`config.mk`:
```
export PLATFORM = sky130hd
export DESIGN_NAME = fetch_stage
export DESIGN_NICKNAME = d
export VERILOG_FILES = /design/src/rtl/fetch_stage.sv
export SDC_FILE = /design/constraint.sdc
export NUM_CORES = 1
export LEC_CHECK = 0
export ABC_AREA = 1
export BUFFER_PORTS_ARGS = -buffer_cell sky130_fd_sc_hd__clkbuf_2
export CAP_MARGIN = 0
export CELL_PAD_IN_SITES_DETAIL_PLACEMENT = 0
export CELL_PAD_IN_SITES_GLOBAL_PLACEMENT = 1
export CORE_MARGIN = 5
export CORE_UTILIZATION = 36
export CTS_BUF_LIST = sky130_fd_sc_hd__clkbuf_8
export CTS_CLUSTER_SIZE = 12
export DETAILED_ROUTE_END_ITERATION = 12
export GPL_TIMING_DRIVEN = 0
export PLACE_DENSITY_LB_ADDON = 0.1
export SETUP_SLACK_MARGIN = 0.05
export SLEW_MARGIN = 15
export SYNTH_ARGS = -nofsm -noshare
export SYNTH_HDL_FRONTEND = slang
export SYNTH_SLANG_ARGS = --single-unit
```
`constraint.sdc`:
```
create_clock -name i_clock -period 1.8 [get_ports i_clock]
set_input_delay 0.36 -clock i_clock [delete_from_list [all_inputs] [get_ports i_clock]]
set_output_delay 0.36 -clock i_clock [all_outputs]
set_load 0.005 [all_outputs]
```
`src/rtl/fetch_stage.sv`:
```
// Instruction fetch stage: owns the PC, issues one instruction-memory read at
// a time and hands fetched words to decode over a valid/ready handshake.
// Redirects from the branch ALU reload the PC and squash wrong-path fetches.
//
// Build option: define FETCH_SKID_EN to turn the output slot into a 2-entry
// FIFO so fetch keeps streaming across a single decode stall. Without it the
// output is a single register and the next request waits for it to drain.
//
// state  | meaning
// -------+-----------------------------------------------------------------
// FETCH  | request pending or about to be issued at pc
// WAIT   | request accepted, waiting for read data (dropped if squash set)
module fetch_stage #(
   parameter logic [31:0] RESET_PC = 32'h0000_0000,
   parameter int unsigned PC_STEP  = 4
) (
   input  logic        i_clock,
   input  logic        i_reset,
   input  logic        i_redirect,
   input  logic [31:0] i_redirectPC,
   output logic        o_memReq,
   output logic [31:0] o_memAddr,
   input  logic        i_memAck,
   input  logic        i_memValid,
   input  logic [31:0] i_memData,
   output logic        o_valid,
   output logic [31:0] o_inst,
   output logic [31:0] o_instPC,
   input  logic        i_ready
);

`ifdef FETCH_SKID_EN
   localparam logic [1:0] DEPTH = 2'd2;
`else
   localparam logic [1:0] DEPTH = 2'd1;
`endif
   localparam logic [31:0] STEP = 32'(PC_STEP);

   typedef enum logic {
      ST_FETCH = 1'b0,
      ST_WAIT  = 1'b1
   } state_t;

   state_t      state_q, state_d;
   logic [31:0] pc_q, pc_d;
   logic [31:0] req_pc_q, req_pc_d;
   logic        squash_q, squash_d;
   logic [1:0]  cnt_q, cnt_d;
   logic [31:0] head_inst_q, head_inst_d;
   logic [31:0] head_pc_q, head_pc_d;
`ifdef FETCH_SKID_EN
   logic [31:0] tail_inst_q, tail_inst_d;
   logic [31:0] tail_pc_q, tail_pc_d;
`endif

   logic        mem_req;
   logic        pop;
   logic        push;
   logic [1:0]  cnt_left;

   // Next-state, request generation, redirect handling and output slot update.
   always_comb begin
      state_d     = state_q;
      pc_d        = pc_q;
      req_pc_d    = req_pc_q;
      squash_d    = squash_q;
      cnt_d       = cnt_q;
      head_inst_d = head_inst_q;
      head_pc_d   = head_pc_q;
`ifdef FETCH_SKID_EN
      tail_inst_d = tail_inst_q;
      tail_pc_d   = tail_pc_q;
`endif
      mem_req  = 1'b0;
      push     = 1'b0;
      pop      = (cnt_q != 2'd0) && i_ready;
      cnt_left = cnt_q - {1'b0, pop};

      if (state_q == ST_FETCH) begin
         // Gated by reset so the request stays low while reset is held.
         mem_req = i_reset && (cnt_left < DEPTH);
         if (mem_req && i_memAck) begin
            state_d  = ST_WAIT;
            req_pc_d = pc_q;
         end
      end else begin
         if (i_memValid) begin
            state_d = ST_FETCH;
            if (squash_q) begin
               squash_d = 1'b0;
            end else begin
               push = 1'b1;
               pc_d = req_pc_q + STEP;
            end
         end
      end

      // Redirect overrides everything except a transfer already in progress.
      if (i_redirect) begin
         pc_d = i_redirectPC;
         push = 1'b0;
         if (state_q == ST_WAIT) begin
            if (i_memValid) begin
               state_d  = ST_FETCH;
               squash_d = 1'b0;
            end else begin
               squash_d = 1'b1;
            end
         end else if (mem_req && i_memAck) begin
            squash_d = 1'b1;
         end
      end

`ifdef FETCH_SKID_EN
      if (pop) begin
         head_inst_d = tail_inst_q;
         head_pc_d   = tail_pc_q;
      end
`endif
      if (push) begin
         if (cnt_left == 2'd0) begin
            head_inst_d = i_memData;
            head_pc_d   = req_pc_q;
         end
`ifdef FETCH_SKID_EN
         else begin
            tail_inst_d = i_memData;
            tail_pc_d   = req_pc_q;
         end
`endif
      end

      cnt_d = i_redirect ? 2'd0 : (cnt_left + {1'b0, push});
   end

   // State and datapath registers.
   always_ff @(posedge i_clock or negedge i_reset) begin
      if (!i_reset) begin
         state_q     <= ST_FETCH;
         pc_q        <= RESET_PC;
         req_pc_q    <= RESET_PC;
         squash_q    <= 1'b0;
         cnt_q       <= 2'd0;
         head_inst_q <= 32'h0;
         head_pc_q   <= 32'h0;
`ifdef FETCH_SKID_EN
         tail_inst_q <= 32'h0;
         tail_pc_q   <= 32'h0;
`endif
      end else begin
         state_q     <= state_d;
         pc_q        <= pc_d;
         req_pc_q    <= req_pc_d;
         squash_q    <= squash_d;
         cnt_q       <= cnt_d;
         head_inst_q <= head_inst_d;
         head_pc_q   <= head_pc_d;
`ifdef FETCH_SKID_EN
         tail_inst_q <= tail_inst_d;
         tail_pc_q   <= tail_pc_d;
`endif
      end
   end

   assign o_memReq  = mem_req;
   assign o_memAddr = pc_q;
   assign o_valid   = (cnt_q != 2'd0);
   assign o_inst    = head_inst_q;
   assign o_instPC  = head_pc_q;

endmodule

```
==> results of run 1 <==
-- logic make-up after synthesis --
kind of cell / Yosys count / share of synthesized area (%)
simple gates: 309 / 20.4
flops: 132 / 54.1
compound gates: 87 / 7.87
buf+inv: 80 / 5.70
mux: 40 / 9.77
xor+xnor: 11 / 1.58
fa+ha+maj: 3 / 0.615
-- power by group --
group	internal [mW]	leakage (nW)	switching [mW]
Sequential	4.19	1.62	0.984
Clock	1.58	0.216	1.22
Combinational	2.68	2.51	2.58
-- final cells by class --
type / instances / area, µm² / share of cell area, %
buffer: 24 / 294 / 3.48
clock buffer: 19 / 262 / 3.09
clock inverter: 12 / 178 / 2.10
inverter: 56 / 213 / 2.52
multi-input combinational: 452 / 2740 / 32.4
sequential: 132 / 3310 / 39.1
tap: 220 / 275 / 3.26
timing repair buffer: 187 / 1190 / 14.1
-- registers in the layout, indices dropped and copies added (netlist names) --
signal and flops:
o_instPC 32, cnt_q 2, o_memAddr 32, req_pc_q 32, o_inst 32, squash_q 1, state_q 1
-- worst max-delay path: stages, from the launching register on --
cell      delay (ns)
dfrtp_1         0.39
o21a_1          0.18
ha_1            0.29
inv_2           0.05
nor2_4          0.09
nand2_2         0.07
nor2_4          0.11
clkbuf_2        0.12
-- repair_timing --
item                                   in CTS  in global routing
gates resized for setup                    77                 52
setup endpoints to repair                 114                116
pin swaps                                   6                  6
buffers inserted                           26                  4
endpoints found under the hold margin      56                 56
cloned                                      3                  7
-- metrics by stage --
| step | std cells | setup slack (ns) |
|---|---|---|
| floorplan | 662 | 0.0441 |
| global placement | 1048 | -2.27 |
| detailed placement | 1049 | -0.267 |
| CTS | 1092 | -0.377 |
| global route | 1102 | -0.424 |
| finish | 1102 | -0.312 |
-- cell usage in the layout (no fill, tap or decap), types with 4 or more instances in the layout --
| master | count |
|---|---|
| nand2_1 | 185 |
| clkbuf_2 | 164 |
| dfrtp_1 | 129 |
| inv_1 | 52 |
| nor2_1 | 46 |
| mux2_4 | 40 |
| nand3_1 | 37 |
| o21ai_0 | 26 |
| clkbuf_8 | 23 |
| o21ai_1 | 18 |
| nor2_2 | 14 |
| nor2_4 | 11 |
| a21oi_1 | 10 |
| o211ai_1 | 9 |
| xor2_1 | 8 |
| buf_12 | 8 |
| buf_4 | 8 |
| nand2_2 | 7 |
| o21ai_2 | 7 |
| a21oi_2 | 7 |
| buf_6 | 6 |
| clkbuf_16 | 6 |
| buf_2 | 5 |
| inv_2 | 4 |
| bufinv_16 | 4 |
-- metal layers --
layer,share of wire [%],GRT usage (%)
met2,47,31.1
met3,6.6,4.98
met1,45,26.7
met4,1.6,6.32
met5,0,0
-- path summary, 6_finish.rpt --
kind,end,slack (ns),cells past startpoint
setup / recovery,o_memReq,-0.31,7
hold / removal,o_inst[31],-0.12,1
setup reg to reg,req_pc_q[13],-0.25,13
hold reg to reg,o_instPC[5],0.49,2
max in group asynchronous,o_instPC[31],1.20,2
min in group i_clock,state_q,0.11,2
==> key figures, run 1 <==
Status
  – Status: finished with violations
  – Failing checks: negative hold slack, negative setup slack

Detailed routing
  – Residual DRC count: 0
  – Routed Wire Length: between 15 and 20 mm
  – DR WL/cell: between 15 and 20 µm
  – Router iterations before antenna repair: 5
  – Routed Antenna Nets: 0
  – Vias per cell: 4.85
  – Initial DRC Count: 328
  – Vias: between 5000 and 6000

Clock tree
  – CTS tree: yes
  – H-tree level count: 4
  – Cell at the root of the clock tree: clkbuf_8
  – Clk Latency, worst-skew pair: between 0.4 and 0.5 ns
  – Clock buffer depth: 2
  – CTS sink cnt: between 100 and 150
  – Total CTS buffers: 17
  – CTS clk-pin slew, worst paths: ~0.08 ns

Timing
  – RSZ-0062 raised after global routing: true
  – Relative slew slack: between 50% and 60%
  – Hold Vio Cnt, Final: 56
  – Worst Max-Slew Pin Slew: 0.709 ns
  – Crit share post-route: 117%
  – Final worst slack: -0.312 ns
  – Max Clk Rate: 474 MHz
  – Fin Setup TNS: -11.28 ns
  – Setup violations, final: between 80 and 90
  – Max Transition Viols Final: 0
  – Final min period: 2.11 ns
  – Hold Slack: -0.124 ns
  – Clock Skew: roughly 0.011 ns

Logic synthesis
  – Yosys warns: 0
  – Cells after Synth: ~660
  – Library cells used by synthesis: 30
  – Synth area leader: dfrtp_1
  – Ys flop type: dfrtp_1
  – Ranking of synthesized cells by area: dfrtp_1 54%, nand2_1 12%, mux2_4 9.6%
  – Post-synthesis sequential area ratio: a little over half
  – Mean post-synth cell area: a little over 9 µm²
  – Syn Nets: about 740
  – Synth top area share: 54.1%
  – Count leader, synth: nand2_1
  – EDFF count, synth: 0
  – Async S/R FF share, synth: 100%
  – Seq cells post-synth: 132
  – Synth top cells by count: 192 x nand2_1, 132 x dfrtp_1, 67 x nor2_1
  – Mapped cell area: ~0.0061 mm²

Global routing
  – Grt total ovfl: 0
  – Largest net degree at the start of global routing: between 70 and 80
  – Global-route wire length before repair: 30.3 mm
  – Number of global-route vias before repair: between 5000 and 6000
  – Tot GR Track Use: 19.7%
  – Antenna violations before repair: 0

Floorplanning
  – Initial core utilization: between 30% and 40%
  – Core Box Area: approximately 0.017 mm²
  – Die Ht: ~140 µm
  – Io pins: ~170
  – Row cnt: 47
  – Die area: 0.0197 mm²
  – Die width: approximately 140 µm

Power
  – Leak: approximately 4.3 nW
  – Total power: around 13 mW
  – Pwr/cell area: between 1500 and 2000 mW/mm²
  – Peak VDD IR: around 750 µV

Layout
  – Diodes inserted: 0
  – Post-Layout Inst Area: ~0.0085 mm²
  – Fillcell total: 1589
  – Layout area overhead: 38.5%
  – Fin util: between 50% and 60%
  – Fraction of layout cells with a size suffix above 1: between 30% and 40%
  – Nets: between 900 and 1000

Critical path
  – Critical path class: register to output pin
  – Reg-to-reg critical path startpoint: cnt_q[1]
  – Required @ worst endpoint: 1.44 ns
  – Worst Setup SP: cnt_q[1]
  – Max Fanout on Critical Path: 2
  – CP startpoint kind: register
  – Worst Path Arrival: roughly 1.8 ns
  – Worst Setup End Kind: output pin

Placed design
  – DP Area: a little over 0.007 mm²
  – IO buf count: 166
  – Dpl hpwl: between 10 and 15 mm
  – Gpl congestion: around 0.90

Min path
  – Class of the worst hold path: input pin to asynchronous set/reset pin

Job
  – Number of max-cap violations: 0
No activity file was read; power rests on OpenSTA's default activity.
==> inputs of run 2 (changes only) <==
CORE_UTILIZATION = 31   (was 36)
SLEW_MARGIN = not set   (was 15)
==> key figures, run 2 (synthesis gave the netlist of run 1 again) <==
Global routing
  – Tot GR Track Use: ~18%
  – Global-route wire length before repair: between 30 and 40 mm
  – Antenna violations before repair: 0
  – Largest net degree at the start of global routing: around 80
  – Number of global-route vias before repair: between 5000 and 6000
  – Grt total ovfl: 0

Placed design
  – Dpl hpwl: roughly 15 mm
  – Total placed cells including tap cells: ~1100
  – IO buf count: about 170
  – Gpl congestion: 0.837

Critical path
  – Worst path slowest cell: dfrtp_1
  – Critical path class: register to output pin
  – CP delay by family, top: flip-flops
  – Most common cell on crit path: nor2_4
  – Worst path max stage delay: 0.39 ns
  – Worst R2R End: o_instPC[0]
  – Reg2reg path depth: 10
  – CP Cell Sequence: o21a_1 > ha_1 > inv_2 > nor2_4 > nand2_2 > nor2_4 > buf_2
  – Required @ worst endpoint: about 1.4 ns
  – Number of buffers and inverters on the critical path: 2
  – Max Fanout on Critical Path: 3
  – Worst Path Arrival: 1.75 ns
  – CP startpoint kind: register
  – Worst Setup End Kind: output pin
  – Reg-to-reg critical path startpoint: cnt_q[0]
  – Worst reg2reg setup slack: -0.22 ns

Timing
  – Max Transition Viols Final: 0
  – Hold Slack: -0.116 ns
  – Max Clk Rate: between 400 and 500 MHz
  – RSZ-0062 raised after global routing: true
  – Clock Skew: approximately 0.011 ns
  – Final worst slack: -0.314 ns
  – Setup violations, final: around 100
  – Hold Vio Cnt, Final: between 50 and 60
  – Final min period: roughly 2.1 ns
  – Relative slew slack: 54.5%
  – Worst Max-Slew Pin Slew: between 0.6 and 0.7 ns
  – Crit share post-route: 117%

Power
  – Peak VDD IR: between 700 and 800 µV
  – Total power: ~13 mW
  – Pwr/cell area: ~1500 mW/mm²
  – Leak: 4.41 nW

Clock tree
  – Clk Latency, worst-skew pair: 0.44 ns
  – CTS sink cnt: around 130
  – H-tree level count: 4
  – Clock buffer depth: 2
  – Cell at the root of the clock tree: clkbuf_8
  – CTS clk-pin slew, worst paths: 0.09 ns
  – Total CTS buffers: 17
  – CTS tree: yes

Floorplanning
  – Initial core utilization: 31.5%
  – Die area: between 0.02 and 0.025 mm²
  – Die width: 150 µm
  – Row cnt: 51
  – Io pins: 168
  – Core Box Area: between 0.015 and 0.02 mm²
  – Die Ht: around 150 µm

Detailed routing
  – Vias: 5283
  – Initial DRC Count: between 200 and 300
  – Routed Antenna Nets: 0
  – Router iterations before antenna repair: 4
  – DR WL/cell: approximately 18 µm
  – Residual DRC count: 0
  – Routed Wire Length: roughly 20 mm
  – Vias per cell: ~4.6

Status
  – Status: finished with violations
  – Failing checks: negative hold slack, negative setup slack

Layout
  – Layout area overhead: 38.9%
  – Fillcell total: approximately 2000
  – Fin util: between 40% and 50%
  – Final cell count without fillers: roughly 1200
  – Diodes inserted: 0
  – Commonest non-fill, non-tap cell in the layout: nand2_1
  – Fraction of layout cells with a size suffix above 1: a little under two fifths
  – Most frequent cells in the layout: 188 x nand2_1, 165 x clkbuf_2, 129 x dfrtp_1
  – Nets: roughly 950

Job
  – Number of max-cap violations: 0

Min path
  – Class of the worst hold path: input pin to asynchronous set/reset pin
[run 2: cell count changes in the layout (fill, tap and decap cells not counted), moves of 4 or more]
cell	change
nor2_1	+15
buf_4	+9
nor2_2	-9
a21oi_1	+8
a21oi_2	-7
nor2_4	-6
o21ai_1	+5
o21ai_0	-4
[run 2: worst max-delay path by stage]
stage,startpoint,to,depth (start not counted),slack (ns)
2_1_floorplan,cnt_q[1],req_pc_q[23],10,0.04
3_3_place_gp,i_reset,req_pc_q[27],7,-2.37
3_5_place_dp,cnt_q[1],o_instPC[18],8,-0.26
4_1_cts,cnt_q[1],o_memReq,7,-0.40
5_1_grt,cnt_q[0],o_memReq,7,-0.41
6_report,cnt_q[0],o_memReq,7,-0.31
[run 2: cell type report]
| class | instances | area [µm²] | area share [%] |
|---|---|---|---|
| buffer | 24 | 310 | 3.66 |
| clock buffer | 17 | 234 | 2.76 |
| clock inverter | 15 | 205 | 2.42 |
| inverter | 56 | 215 | 2.54 |
| multi-input combinational | 452 | 2600 | 30.6 |
| sequential | 132 | 3310 | 39.0 |
| tap | 265 | 332 | 3.91 |
| timing repair buffer | 198 | 1280 | 15.1 |
[run 2: timing repair]
| item | in CTS | in global routing |
|---|---|---|
| gates cloned | 8 | 2 |
| buffers inserted | 16 | 10 |
| endpoints found under the hold margin | 55 | 55 |
| pin swaps | 4 | 6 |
| gates resized for setup | 86 | 17 |
| setup endpoints to repair | 115 | 116 |
[run 2: per-layer routing]
metal  vias up  track usage (%)  routed length [µm]
li1       2577                -                   -
met3        14             3.46                1160
met4         0             4.80                 244
met1      2533             25.7                9620
met2       159             29.3                9430
met5         -                0                   0
[run 2: report_power, final]
| group | switching [mW] | leakage, nW | internal (mW) |
|---|---|---|---|
| clock network | 1.27 | 0.218 | 1.52 |
| registers | 0.962 | 1.62 | 4.19 |
| logic | 2.51 | 2.57 | 2.62 |
| total | 4.75 | 4.41 | 8.33 |
[run 2: per-stage QoR]
step	hold slack [ns]	setup slack, ns	area (µm²)	setup TNS, ns
2_1_floorplan	0.0644	0.0441	6120	0
3_3_place_gp	0.475	-2.37	7290	-335.70
3_5_place_dp	0.371	-0.265	7320	-15.64
4_1_cts	-0.123	-0.402	8370	-23.56
5_1_grt	-0.119	-0.409	8480	-20.39
6_report	-0.116	-0.314	8480	-13.94
